`src/rtl/feature_burst_loader.sv`:
```
`default_nettype none
// ============================================================================
//  Module      : feature_burst_loader
//  Description : Upstream stage of the ping-pong tree-ensemble accelerator.
//                Takes one burst config (sample count), then a 32-bit feature
//                stream with valid/ready. Feature pairs are packed into 64-bit
//                words and written into the engine's feature memory. After the
//                final write the engine is started. When the engine reports
//                done, completion is signalled upstream.
//  Ports       : clk, rst (sync, active-high)
//                cfg_valid/cfg_ready/cfg_burst_len   burst config handshake
//                s_valid/s_ready/s_data/s_last       feature stream
//                load_features/feature_addr/features2 feature memory write
//                burst_len, eng_start, eng_done      engine interface
//                busy, done, err_len, err_frame      status
//  Revision    : 1.0  initial release
// ============================================================================
module feature_burst_loader #(
    parameter int N_FEATURE   = 32,
    parameter int MAX_BURST   = 5000,
    localparam int c_LEN_W    = $clog2(MAX_BURST) + 1,
    localparam int c_ADDR_W   = $clog2(MAX_BURST * N_FEATURE / 2)
) (
    input  logic                clk,
    input  logic                rst,
    input  logic                cfg_valid,
    output logic                cfg_ready,
    input  logic [c_LEN_W-1:0]  cfg_burst_len,
    input  logic                s_valid,
    output logic                s_ready,
    input  logic [31:0]         s_data,
    input  logic                s_last,
    output logic                load_features,
    output logic [c_ADDR_W-1:0] feature_addr,
    output logic [63:0]         features2,
    output logic [c_LEN_W-1:0]  burst_len,
    output logic                eng_start,
    input  logic                eng_done,
    output logic                busy,
    output logic                done,
    output logic                err_len,
    output logic                err_frame
);

    // Wide enough to hold burst_len * N_FEATURE/2 without truncation.
    localparam int c_PROD_W = c_LEN_W + $clog2(N_FEATURE / 2) + 1;

    typedef enum logic [1:0] {
        S_IDLE  = 2'd0,
        S_LOAD  = 2'd1,
        S_START = 2'd2,
        S_RUN   = 2'd3
    } state_t;

    state_t                r_state;
    logic                  r_phase;       // 0: expecting even feature, 1: odd
    logic [31:0]           r_holder;      // even feature awaiting its partner
    logic [c_ADDR_W-1:0]   r_wcnt;        // next word address to be written
    logic [c_ADDR_W-1:0]   r_last_word;   // address of the final word of the burst
    logic                  r_load;
    logic [c_ADDR_W-1:0]   r_addr;
    logic [63:0]           r_features2;
    logic [c_LEN_W-1:0]    r_burst_len;
    logic                  r_eng_start;
    logic                  r_done;
    logic                  r_err_len;
    logic                  r_err_frame;

    logic                  w_len_ok;
    logic [c_PROD_W-1:0]   w_total_words;
    logic [c_ADDR_W-1:0]   w_last_word;
    logic                  w_final_beat;

    assign w_len_ok      = (cfg_burst_len != '0) &&
                           (cfg_burst_len <= c_LEN_W'(MAX_BURST));
    assign w_total_words = c_PROD_W'(cfg_burst_len) * c_PROD_W'(N_FEATURE / 2);
    // Only used when the length is valid, so total >= 1 and the result fits.
    assign w_last_word   = c_ADDR_W'(w_total_words - c_PROD_W'(1));
    // The final beat is the odd half of the final word.
    assign w_final_beat  = r_phase && (r_wcnt == r_last_word);

    always_ff @(posedge clk) begin
        if (rst) begin
            r_state     <= S_IDLE;
            r_phase     <= 1'b0;
            r_holder    <= '0;
            r_wcnt      <= '0;
            r_last_word <= '0;
            r_load      <= 1'b0;
            r_addr      <= '0;
            r_features2 <= '0;
            r_burst_len <= '0;
            r_eng_start <= 1'b0;
            r_done      <= 1'b0;
            r_err_len   <= 1'b0;
            r_err_frame <= 1'b0;
        end else begin
            // Pulse outputs default low every cycle.
            r_load      <= 1'b0;
            r_eng_start <= 1'b0;
            r_done      <= 1'b0;
            r_err_len   <= 1'b0;
            r_err_frame <= 1'b0;

            case (r_state)
                S_IDLE: begin
                    if (cfg_valid) begin
                        if (!w_len_ok) begin
                            r_err_len <= 1'b1;
                        end else begin
                            r_burst_len <= cfg_burst_len;
                            r_last_word <= w_last_word;
                            r_wcnt      <= '0;
                            r_phase     <= 1'b0;
                            r_state     <= S_LOAD;
                        end
                    end
                end

                S_LOAD: begin
                    if (s_valid) begin
                        // s_last is only checked; the word count decides the end.
                        r_err_frame <= (s_last != w_final_beat);
                        if (!r_phase) begin
                            r_holder <= s_data;
                            r_phase  <= 1'b1;
                        end else begin
                            r_load      <= 1'b1;
                            r_features2 <= {s_data, r_holder};
                            r_addr      <= r_wcnt;
                            r_phase     <= 1'b0;
                            // Counter stops on the last word so the address never wraps.
                            if (w_final_beat) begin
                                r_state <= S_START;
                            end else begin
                                r_wcnt <= r_wcnt + 1'b1;
                            end
                        end
                    end
                end

                // The final write strobe is on the outputs during this state.
                S_START: begin
                    r_eng_start <= 1'b1;
                    r_state     <= S_RUN;
                end

                S_RUN: begin
                    if (eng_done) begin
                        r_done  <= 1'b1;
                        r_state <= S_IDLE;
                    end
                end

                default: r_state <= S_IDLE;
            endcase
        end
    end

    assign cfg_ready     = (r_state == S_IDLE);
    assign s_ready       = (r_state == S_LOAD);
    assign busy          = (r_state != S_IDLE);
    assign load_features = r_load;
    assign feature_addr  = r_addr;
    assign features2     = r_features2;
    assign burst_len     = r_burst_len;
    assign eng_start     = r_eng_start;
    assign done          = r_done;
    assign err_len       = r_err_len;
    assign err_frame     = r_err_frame;

endmodule
`default_nettype wire
```
`config.mk`:
```
export PLATFORM = sky130hd
export DESIGN_NAME = feature_burst_loader
export DESIGN_NICKNAME = d
export VERILOG_FILES = /design/src/rtl/feature_burst_loader.sv
export SDC_FILE = /design/constraint.sdc
export NUM_CORES = 1
export LEC_CHECK = 0
export BUFFER_PORTS_ARGS = -buffer_cell sky130_fd_sc_hd__clkbuf_2
export CAP_MARGIN = 5
export CELL_PAD_IN_SITES_DETAIL_PLACEMENT = 0
export CELL_PAD_IN_SITES_GLOBAL_PLACEMENT = 2
export CORE_AREA = 2 2 130 164
export CTS_CLUSTER_DIAMETER = 200
export CTS_CLUSTER_SIZE = 16
export DETAILED_ROUTE_END_ITERATION = 7
export DIE_AREA = 0 0 132 166
export HOLD_SLACK_MARGIN = 0.12
export PLACE_DENSITY = 0.95
export SYNTH_ARGS = -nofsm -noshare
export SYNTH_HDL_FRONTEND = slang
export SYNTH_SLANG_ARGS = --single-unit
export TNS_END_PERCENT = 5
```
`constraint.sdc`:
```
create_clock -name clk -period 4.5 [get_ports clk]
set_input_delay 0.45 -clock clk [delete_from_list [all_inputs] [get_ports clk]]
set_output_delay 0.45 -clock clk [all_outputs]
set_load 0.02 [all_outputs]
```
==> impl_metrics.toml, run 1 <==
[synthesis]
yosysTopAreaCell = "dfxtp_1"
synth_top_area_share_pct = 50.0
yosysSeqAreaShare_pct = 50.0
synth.avg_cell_area_um2 = 8.11
synthDistinctLibCells = 49
synth_edf_count = 0
yosys.cell_count.top_type = "nand2_1"
synth.top_cells.by_area = "dfxtp_1 (50%), nand2_1 (14%), a21oi_1 (9.6%)"
ys_ff_latch = 166
synth_top_flop_cell = "dfxtp_1"
async_reset_ff_share_pct = 0
synth_area_um2 = 6640
ys.warnings.count = 0
syn_nets = 878
syn-instance-count = 819
synth_top_cells_by_count = "nand2_1 (246), dfxtp_1 (166), a21oi_1 (127), nor2_1 (51), clkbuf_1 (45)"

[place]
port_buffers = 154
dpl.hpwl_um = 11600
placed_cell_area_um2 = 7580
place_congestion = 0.834

[grt]
use_met3_pct = 3.94
use_met2_pct = 27.6
grt-ovfl-total = 0
globalRouteMet1Util_pct = 20.4
grt_pass1_vias = 5564
antenna_found_initial = 0
grt.busiest_layer = "met2"
grt_max_degree = 96
grt_use_total_pct = 16.2
grt_pass1_wl_um = 28900

[hold_path]
hold_path_class = "input pin to flip-flop"

[sta]
tns_ns = 0
finalCritPeriodShare_pct = 57.6
report.final.slew_viol_count = 0
slew_headroom_pct = 36.1
hold_violations = 0
fmax_ghz = 0.386
worstMarginPinSlew_ns = 0.958
rsz0062_at_grt = "false"
setup_viol = 0
worst_clock_skew_ns = 0.00790
layout_min_cycle_time_ns = 2.59

[setup_path]
slowest_stage = "o21ai_1"
critPathMaxFanout = 39
crit_type = "flip-flop to flip-flop"
worstSetupEndpointType = "flip-flop"
startpoint_type = "flip-flop"
path_delay_family = "compound AO/OA/AOI/OAI gates"
cp_cell_sequence = "inv_1 > ha_1 > nand3_4 > o21ai_1 > o2111a_1 > nor3_1"
cp.required_ns = 4.79
crit_arrival_ns = 2.88
max_stage_delay_ns = 0.69
crit_buf_inv = 1

[final_layout]
fillCellCount = 2156
fin_area_um2 = 8200
syn_to_final_growth_pct = 23.4
n_antenna_cell = 0
final_util_pct = 40.1
finalNetCount = 997
post_route_cells_drive_above_1_share_pct = 21.5

[die]
core_area_um2 = 20400
fp.dieH_um = 166
row_count = 59
ioPinCount = 155
die_w_um = 132
die_area_um2 = 21900
start_util_pct = 32.5

[routing]
drt-total-wl_um = 17400
wl_per_cell_um = 14.2
first_iter_violations = 444
drc_errors = 0
viasPerCell = 4.83
ant_nets = 0
drt_pass1_iterations = 5
vias = 5915

[cts]
cts_tree = "built"
cts_setup_buffers = 0
cts_root_buf = "clkbuf_16"
clk_pin_slew_ns = 0.07
cts_max_path_buffers = 2
cts_max_level = 4
clock_sinks = 166
clk-insertion-delay-late_ns = 0.43
cts_resized = 0
cts_buffers = 17
hold_buffers = 0

[job]
maxCapViolCount = 0

[power_and_ir_drop]
powerDensity_nw_per_um2 = 447
ir_drop_uv = 280
p_leak_nw = 3.07

[status]
status = "completed"
-- cell families (layout without fill, tap and decap cells) --
group,count (synthesis),in the layout,share of synthesized area [%]
mux,13,13,1.96
compound gates,191,191,17.3
flops,166,166,50.0
buf+inv,70,201,4.31
xor+xnor,23,23,3.03
fa+ha+maj,7,7,1.32
simple gates,349,349,22.0
-- worst min-delay path, stage by stage --
cell and delay (ns):
clkbuf_2 0.09, nand2_1 0.05, a21oi_1 0.05
-- path summary, 6_finish.rpt --
| kind | start | to | slack (ns) | cells past startpoint |
|---|---|---|---|---|
| worst max register to register | r_state[1] | r_wcnt[6] | 1.91 | 6 |
| worst min-delay path | s_data[0] | r_holder[0] | 0.25 | 3 |
| worst max-delay path | r_state[1] | r_wcnt[6] | 1.91 | 6 |
| worst min register to register | r_holder[26] | features2[26] | 0.44 | 2 |
-- sequential cells by signal, indices dropped and copies added (netlist names), 2 cells and up --
register,flops
burst_len,14
feature_addr,17
features2,64
r_holder,32
r_wcnt,17
r_last_word,14
r_state,2
-- where the power goes --
group	total, mW	internal (mW)	switching, mW
Clock	1.51	0.844	0.668
Sequential	1.57	1.53	0.0384
Combinational	0.581	0.178	0.403
-- per-stage QoR --
step	hold WS [ns]	cells	setup slack (ns)	total power [mW]
2_1_floorplan	0.432	819	2.35	2.02
3_3_place_gp	0.438	1193	1.70	2.18
3_5_place_dp	0.442	1193	1.66	2.19
4_1_cts	0.230	1224	1.92	3.72
5_1_grt	0.240	1224	1.70	3.85
6_report	0.249	1224	1.91	3.66
-- layout by cell type (no fill, tap or decap), types with 4 or more instances in the layout --
| master | n |
|---|---|
| a21oi_1 | 127 |
| nor3_1 | 8 |
| mux2i_1 | 13 |
| o31ai_1 | 7 |
| a311oi_1 | 8 |
| o21ai_0 | 6 |
| clkbuf_2 | 153 |
| inv_6 | 5 |
| xor2_1 | 9 |
| nand4_1 | 9 |
| dfxtp_1 | 166 |
| clkbuf_16 | 17 |
| nand2_1 | 246 |
| nand3_1 | 6 |
| a211oi_1 | 11 |
| inv_1 | 9 |
| buf_4 | 7 |
| and3_1 | 5 |
| xnor2_1 | 14 |
| nor4_1 | 4 |
| nor2_1 | 50 |
| a31oi_1 | 9 |
| ha_1 | 7 |
| o21a_1 | 5 |
-- cell type report --
class	instances	area (µm²)	area share [%]
inverters	9	33.8	0.412
repair buffers	161	838	10.2
well taps	274	343	4.18
clock inverters	14	185	2.26
clock buffers	17	425	5.19
multi-input cells	583	3050	37.2
flip-flops and latches	166	3320	40.5
-- per-layer routing --
metal	share of wire [%]	wire length, µm
met1	46	7950
met2	48	8370
met3	5.1	883
met4	1.1	187
met5	0	0
Note: power is estimated with default switching activity, not from simulation.
==> inputs of run 2 (changes only) <==
--- a/config.mk
+++ b/config.mk
@@ -9,13 +9,13 @@
 export CAP_MARGIN = 5
 export CELL_PAD_IN_SITES_DETAIL_PLACEMENT = 0
 export CELL_PAD_IN_SITES_GLOBAL_PLACEMENT = 2
-export CORE_AREA = 2 2 130 164
+export CORE_AREA = 2 2 141 178
 export CTS_CLUSTER_DIAMETER = 200
 export CTS_CLUSTER_SIZE = 16
 export DETAILED_ROUTE_END_ITERATION = 7
-export DIE_AREA = 0 0 132 166
+export DIE_AREA = 0 0 143 180
 export HOLD_SLACK_MARGIN = 0.12
-export PLACE_DENSITY = 0.95
+export PLACE_DENSITY = 0.87
 export SYNTH_ARGS = -nofsm -noshare
 export SYNTH_HDL_FRONTEND = slang
 export SYNTH_SLANG_ARGS = --single-unit
==> constraint.sdc (replaced) <==
create_clock -name clk -period 2.14 [get_ports clk]
set_input_delay 0.214 -clock clk [delete_from_list [all_inputs] [get_ports clk]]
set_output_delay 0.214 -clock clk [all_outputs]
set_load 0.02 [all_outputs]
==> run 2 against run 1 <==
Global-route usage down 1.3 points. Register-to-register slack got worse by 1.8 ns. Cell count rose by 11%. Non-clock buffer count grew 73. Via count increased by 4.7%. Clock skew grew 0.0013 ns. Design area increased by 9.8%. Total power up 110%. Sequential power increased by 110%.
==> impl_metrics.toml, run 2 (synthesis gave the netlist of run 1 again) <==
[status]
status = "completed"

[setup_path]
path_delay_family = "simple AND/OR/NAND/NOR gates"
crit_buf_inv = 0
worstSetupEndpointType = "flip-flop"
crit_arrival_ns = 2.33
cp_cell_sequence = "ha_1 > nand3_1 > nor3_1 > nand4_1 > o21a_1 > o311ai_1 > o41ai_1"
startpoint_type = "flip-flop"
crit_type = "flip-flop to flip-flop"
slowest_stage = "dfxtp_1"
critPathMaxFanout = 8
max_stage_delay_ns = 0.44
cp.required_ns = 2.44

[grt]
grt_pass1_wl_um = 30300
antenna_found_initial = 0
grt-ovfl-total = 0
grt_max_degree = 98
grt_pass1_vias = 5787
grt_use_total_pct = 14.8

[final_layout]
finalNetCount = 1070
post_route_cells_drive_above_1_share_pct = 23.3
fillCellCount = 2481
final_common_cell = "nand2_1"
final-seq-area_um2 = 3320
final_cell_mix = "nand2_1 (245), dfxtp_1 (166), clkbuf_2 (153), a21oi_1 (127), nor2_1 (50)"
largest_reg_flops = 64
stdcell_count = 1354
syn_to_final_growth_pct = 35.5
n_antenna_cell = 0
multi_input_area_um2 = 3070

[routing]
wl_per_cell_um = 13.9
vias = 6192
drc_errors = 0
drt-total-wl_um = 18800
first_iter_violations = 400
ant_nets = 0
drt_pass1_iterations = 4
viasPerCell = 4.57

[place]
port_buffers = 154
dp.cells = 1280
place_congestion = 0.834
dpl.hpwl_um = 12400

[sta]
setup_viol = 0
report.final.slew_viol_count = 0
rsz0062_at_grt = "false"
layout_min_cycle_time_ns = 2.02
fmax_ghz = 0.494
slew_headroom_pct = 52.6
tns_ns = 0
worst_clock_skew_ns = 0.00923
hold_violations = 0
finalCritPeriodShare_pct = 94.6
worstMarginPinSlew_ns = 0.712

[cts]
cts_buffers = 17
clk-insertion-delay-late_ns = 0.43
cts_setup_buffers = 0
cts_tree = "built"
clock_sinks = 166
cts_max_level = 4
cts_max_path_buffers = 2
clk_pin_slew_ns = 0.07
cts_root_buf = "clkbuf_16"

[die]
die_area_um2 = 25700
fp.dieH_um = 180
core_area_um2 = 24100
start_util_pct = 27.5
row_count = 64
ioPinCount = 155
die_w_um = 143

[power_and_ir_drop]
p_leak_nw = 3.42
ir_drop_uv = 561
powerDensity_nw_per_um2 = 876

[hold_path]
hold_path_class = "input pin to flip-flop"

[job]
maxCapViolCount = 0
==> run 2: cell count changes in the layout (fill, tap and decap cells not counted), sizes merged <==
cell         previous run  this run
dlygate4sd3             0        42
inv                    17        11
clkinvlp                2         4
clkbuf                170       176
buf                     8        39
bufinv                  2         1
==> run 2: through the flow <==
step / util (%) / total power, mW / hold WS (ns) / setup slack [ns] / cell area, µm²
final: 37.3 / 7.88 / 0.144 / 0.116 / 9000
after global routing: 37.3 / 8.28 / 0.157 / 0.0131 / 9000
after CTS: 37.2 / 7.97 / 0.123 / 0.0585 / 8970
after detailed placement: 33.0 / 4.82 / 0.442 / 0.0107 / 7960
after global placement: 33.0 / 4.81 / 0.437 / 0.0560 / 7960
after floorplan: - / 4.25 / 0.310 / 0.0438 / 6640
==> run 2: worst paths after layout <==
check / end / startpoint / depth (start not counted) / slack (ns)
setup / recovery: r_wcnt[16] / r_wcnt[0] / 7 / 0.12
hold / removal: burst_len[8] / cfg_burst_len[8] / 3 / 0.14
setup reg to reg: r_wcnt[16] / r_wcnt[0] / 7 / 0.12
hold reg to reg: features2[9] / r_holder[9] / 2 / 0.45
==> run 2: routing by layer <==
metal | share of wire [%] | global-route usage [%] | wire (µm) | up-vias
met5 | 0 | 0 | 0 | -
met4 | 1.9 | 5.82 | 365 | 0
met3 | 5.3 | 3.49 | 999 | 26
met2 | 49 | 25.6 | 9200 | 173
met1 | 44 | 17.5 | 8200 | 2850
li1 | - | - | - | 3143
==> run 2: area by class of cell <==
| class | instances | area share [%] |
|---|---|---|
| Sequential cell | 166 | 36.9 |
| Clock buffer | 23 | 5.53 |
| Inverter | 9 | 0.375 |
| Timing Repair Buffer | 234 | 17.4 |
| Tap cell | 330 | 4.59 |
| Multi-Input combinational cell | 583 | 34.1 |
| Clock inverter | 9 | 1.02 |
==> run 2: timing repair <==
item / in CTS / in global routing
resized for setup: 0 / 7
hold buffers: 42 / 0
endpoints found under the hold margin: 74 / 0
endpoints found under the setup margin: 0 / 6
==> run 2: power breakdown <==
group	total, mW	internal [mW]	leakage (nW)	switching (mW)
clock network	3.05	1.77	0.278	1.28
logic	1.53	0.604	1.80	0.922
registers	3.30	3.23	1.34	0.0780
total	7.88	5.59	3.42	2.28
==> run 2: worst register-to-register path, cell delays in order, from the launching register on <==
cell and delay [ns]:
dfxtp_1 0.44, ha_1 0.27, nand3_1 0.13, nor3_1 0.27
nand4_1 0.24, o21a_1 0.23, o311ai_1 0.21, o41ai_1 0.11
==> inputs of run 3 (changes only) <==
--- a/config.mk
+++ b/config.mk
@@ -15,7 +15,7 @@
 export DETAILED_ROUTE_END_ITERATION = 7
 export DIE_AREA = 0 0 143 180
 export HOLD_SLACK_MARGIN = 0.12
-export PLACE_DENSITY = 0.87
+export PLACE_DENSITY_LB_ADDON = 0.1
 export SYNTH_ARGS = -nofsm -noshare
 export SYNTH_HDL_FRONTEND = slang
 export SYNTH_SLANG_ARGS = --single-unit
==> run 3 against run 2 <==
Worst hold slack improved by 0.0015 ns. Core utilization up 0.35 points. Sequential share of layout area decreased by 0.31 points. Wire length increased by 8.5%. Largest power group unchanged.
==> impl_metrics.toml, run 3 (synthesis gave the netlist of run 1 again) <==
[die]
die_area_um2 = 25700
start_util_pct = 27.5
row_count = 64
fp.dieH_um = 180
core_area_um2 = 24100
ioPinCount = 155
die_w_um = 143

[setup_path]
startpoint_type = "flip-flop"
regToRegStartpoint = "r_wcnt[5]"
worstSetupEndpointType = "flip-flop"
cp.required_ns = 2.42
crit_start = "r_wcnt[5]"
crit_type = "flip-flop to flip-flop"
rr_worst_depth = 8
critPathMaxFanout = 15
ff2ff_setup_slack_ns = 0.20
r2r_end = "r_wcnt[3]"
crit_arrival_ns = 2.22
cp-endpoint = "r_wcnt[3]"

[final_layout]
fin_area_um2 = 9080
post_route_cells_drive_above_1_share_pct = 23.8
largest_reg_flops = 64
final_common_cell = "nand2_1"
fillCellCount = 2595
syn_to_final_growth_pct = 36.8
finalNetCount = 1075
multi_input_area_um2 = 3070
n_antenna_cell = 0
stdcell_count = 1359
final_cell_mix = "nand2_1 (246), dfxtp_1 (164), clkbuf_2 (153), a21oi_1 (127), nor2_1 (50)"
final-seq-area_um2 = 3330

[sta]
slew_headroom_pct = 63.1
finalCritPeriodShare_pct = 90.7
layout_min_cycle_time_ns = 1.94
tns_ns = 0
worst_hold_slack_ns = 0.146
setup_viol = 0
worstMarginPinSlew_ns = 0.550
worst_clock_skew_ns = 0.0131
rsz0062_at_grt = "false"
hold_violations = 0
fin_ws_ns = 0.200
report.final.slew_viol_count = 0
fmax_ghz = 0.515

[grt]
use_met2_pct = 28.7
grt_pass1_wl_um = 32800
grt-ovfl-total = 0
grt_pass1_vias = 6068
grt_max_degree = 84
grt.busiest_layer = "met2"
grt_use_total_pct = 16.1
use_met3_pct = 3.09
globalRouteMet1Util_pct = 19.4
antenna_found_initial = 0

[routing]
drt-total-wl_um = 20400
ant_nets = 0
vias = 6197
first_iter_violations = 222
wl_per_cell_um = 15.0
viasPerCell = 4.56
drt_pass1_iterations = 5
drc_errors = 0

[job]
maxCapViolCount = 0

[place]
place_congestion = 0.741
dp.cells = 1287
placed_cell_area_um2 = 8030
dpl.hpwl_um = 13400
port_buffers = 154
pre_cts_slack_ns = -0.0135

[cts]
cts_root_buf = "clkbuf_16"
cts_tree = "built"
clk_pin_slew_ns = 0.06
clock_sinks = 166
clk-insertion-delay-late_ns = 0.44
cts_max_path_buffers = 2
cts_max_level = 4
cts_buffers = 17
cts_setup_buffers = 0

[hold_path]
hold_path_class = "input pin to flip-flop"

[power_and_ir_drop]
p_leak_nw = 3.47
powerDensity_nw_per_um2 = 905
ir_drop_uv = 578

[status]
status = "completed"
==> run 3: cell types whose count changed in the layout (fill, tap and decap cells not counted), moves of 2 or more <==
cell,previous run,this run
dlygate4sd3_1,42,40
clkbuf_8,5,1
dfxtp_1,166,164
clkbuf_1,1,3
clkinvlp_4,4,0
bufinv_16,1,4
buf_4,32,38
clkinv_4,1,4
dfxtp_2,0,2
==> run 3: how the worst min path moves through the flow <==
stage                           from             end  slack [ns]  cells past startpoint
floorplan           cfg_burst_len[0]  r_last_word[4]        0.31                      1
global placement        r_holder[31]   features2[31]        0.44                      2
detailed placement       r_holder[9]    features2[9]        0.44                      2
CTS                 cfg_burst_len[7]    burst_len[7]        0.13                      3
global route                     rst       eng_start        0.14                      2
finish              cfg_burst_len[7]    burst_len[7]        0.15                      3
==> run 3: where the power goes <==
group / switching (mW) / leakage [nW] / internal (mW) / total [mW]
clock: 1.31 / 0.306 / 1.99 / 3.30
combinational: 0.971 / 1.83 / 0.639 / 1.61
sequential: 0.0779 / 1.34 / 3.22 / 3.30
==> run 3: cell type report <==
| cell class | count | area share [%] |
|---|---|---|
| clock buffer | 21 | 4.96 |
| clock inverter | 11 | 1.92 |
| inverter | 9 | 0.372 |
| multi-input combinational | 583 | 33.8 |
| sequential | 166 | 36.6 |
| tap | 330 | 4.55 |
| timing repair buffer | 239 | 17.7 |
==> run 3: per-layer routing <==
metal | wire, µm | share of wire, % | vias to the layer above
li1 | - | - | 3156
met1 | 8950 | 44 | 2909
met2 | 10500 | 52 | 112
met3 | 641 | 3.1 | 20
met4 | 278 | 1.4 | 0
met5 | 0 | 0 | -
==> run 3: through the flow <==
step | util, % | total power, mW
floorplan | - | 4.25
global placement | 33.3 | 4.94
detailed placement | 33.3 | 4.93
CTS | 37.6 | 8.35
global route | 37.7 | 8.66
finish | 37.7 | 8.21
==> run 3: worst max-delay path, stage by stage (launching register included) <==
cell and delay [ns]:
dfxtp_1 0.36, xor2_1 0.18, nor4_1 0.35, and3_1 0.26
buf_4 0.12, a21oi_1 0.05, buf_4 0.22, a31oi_1 0.19
a311oi_1 0.07
==> run 3: repair_timing <==
action                                  4_1_cts  5_1_grt
endpoints found under the setup margin        0        6
hold buffers                                 40        0
resized for setup                             0        7
endpoints found under the hold margin        72        0
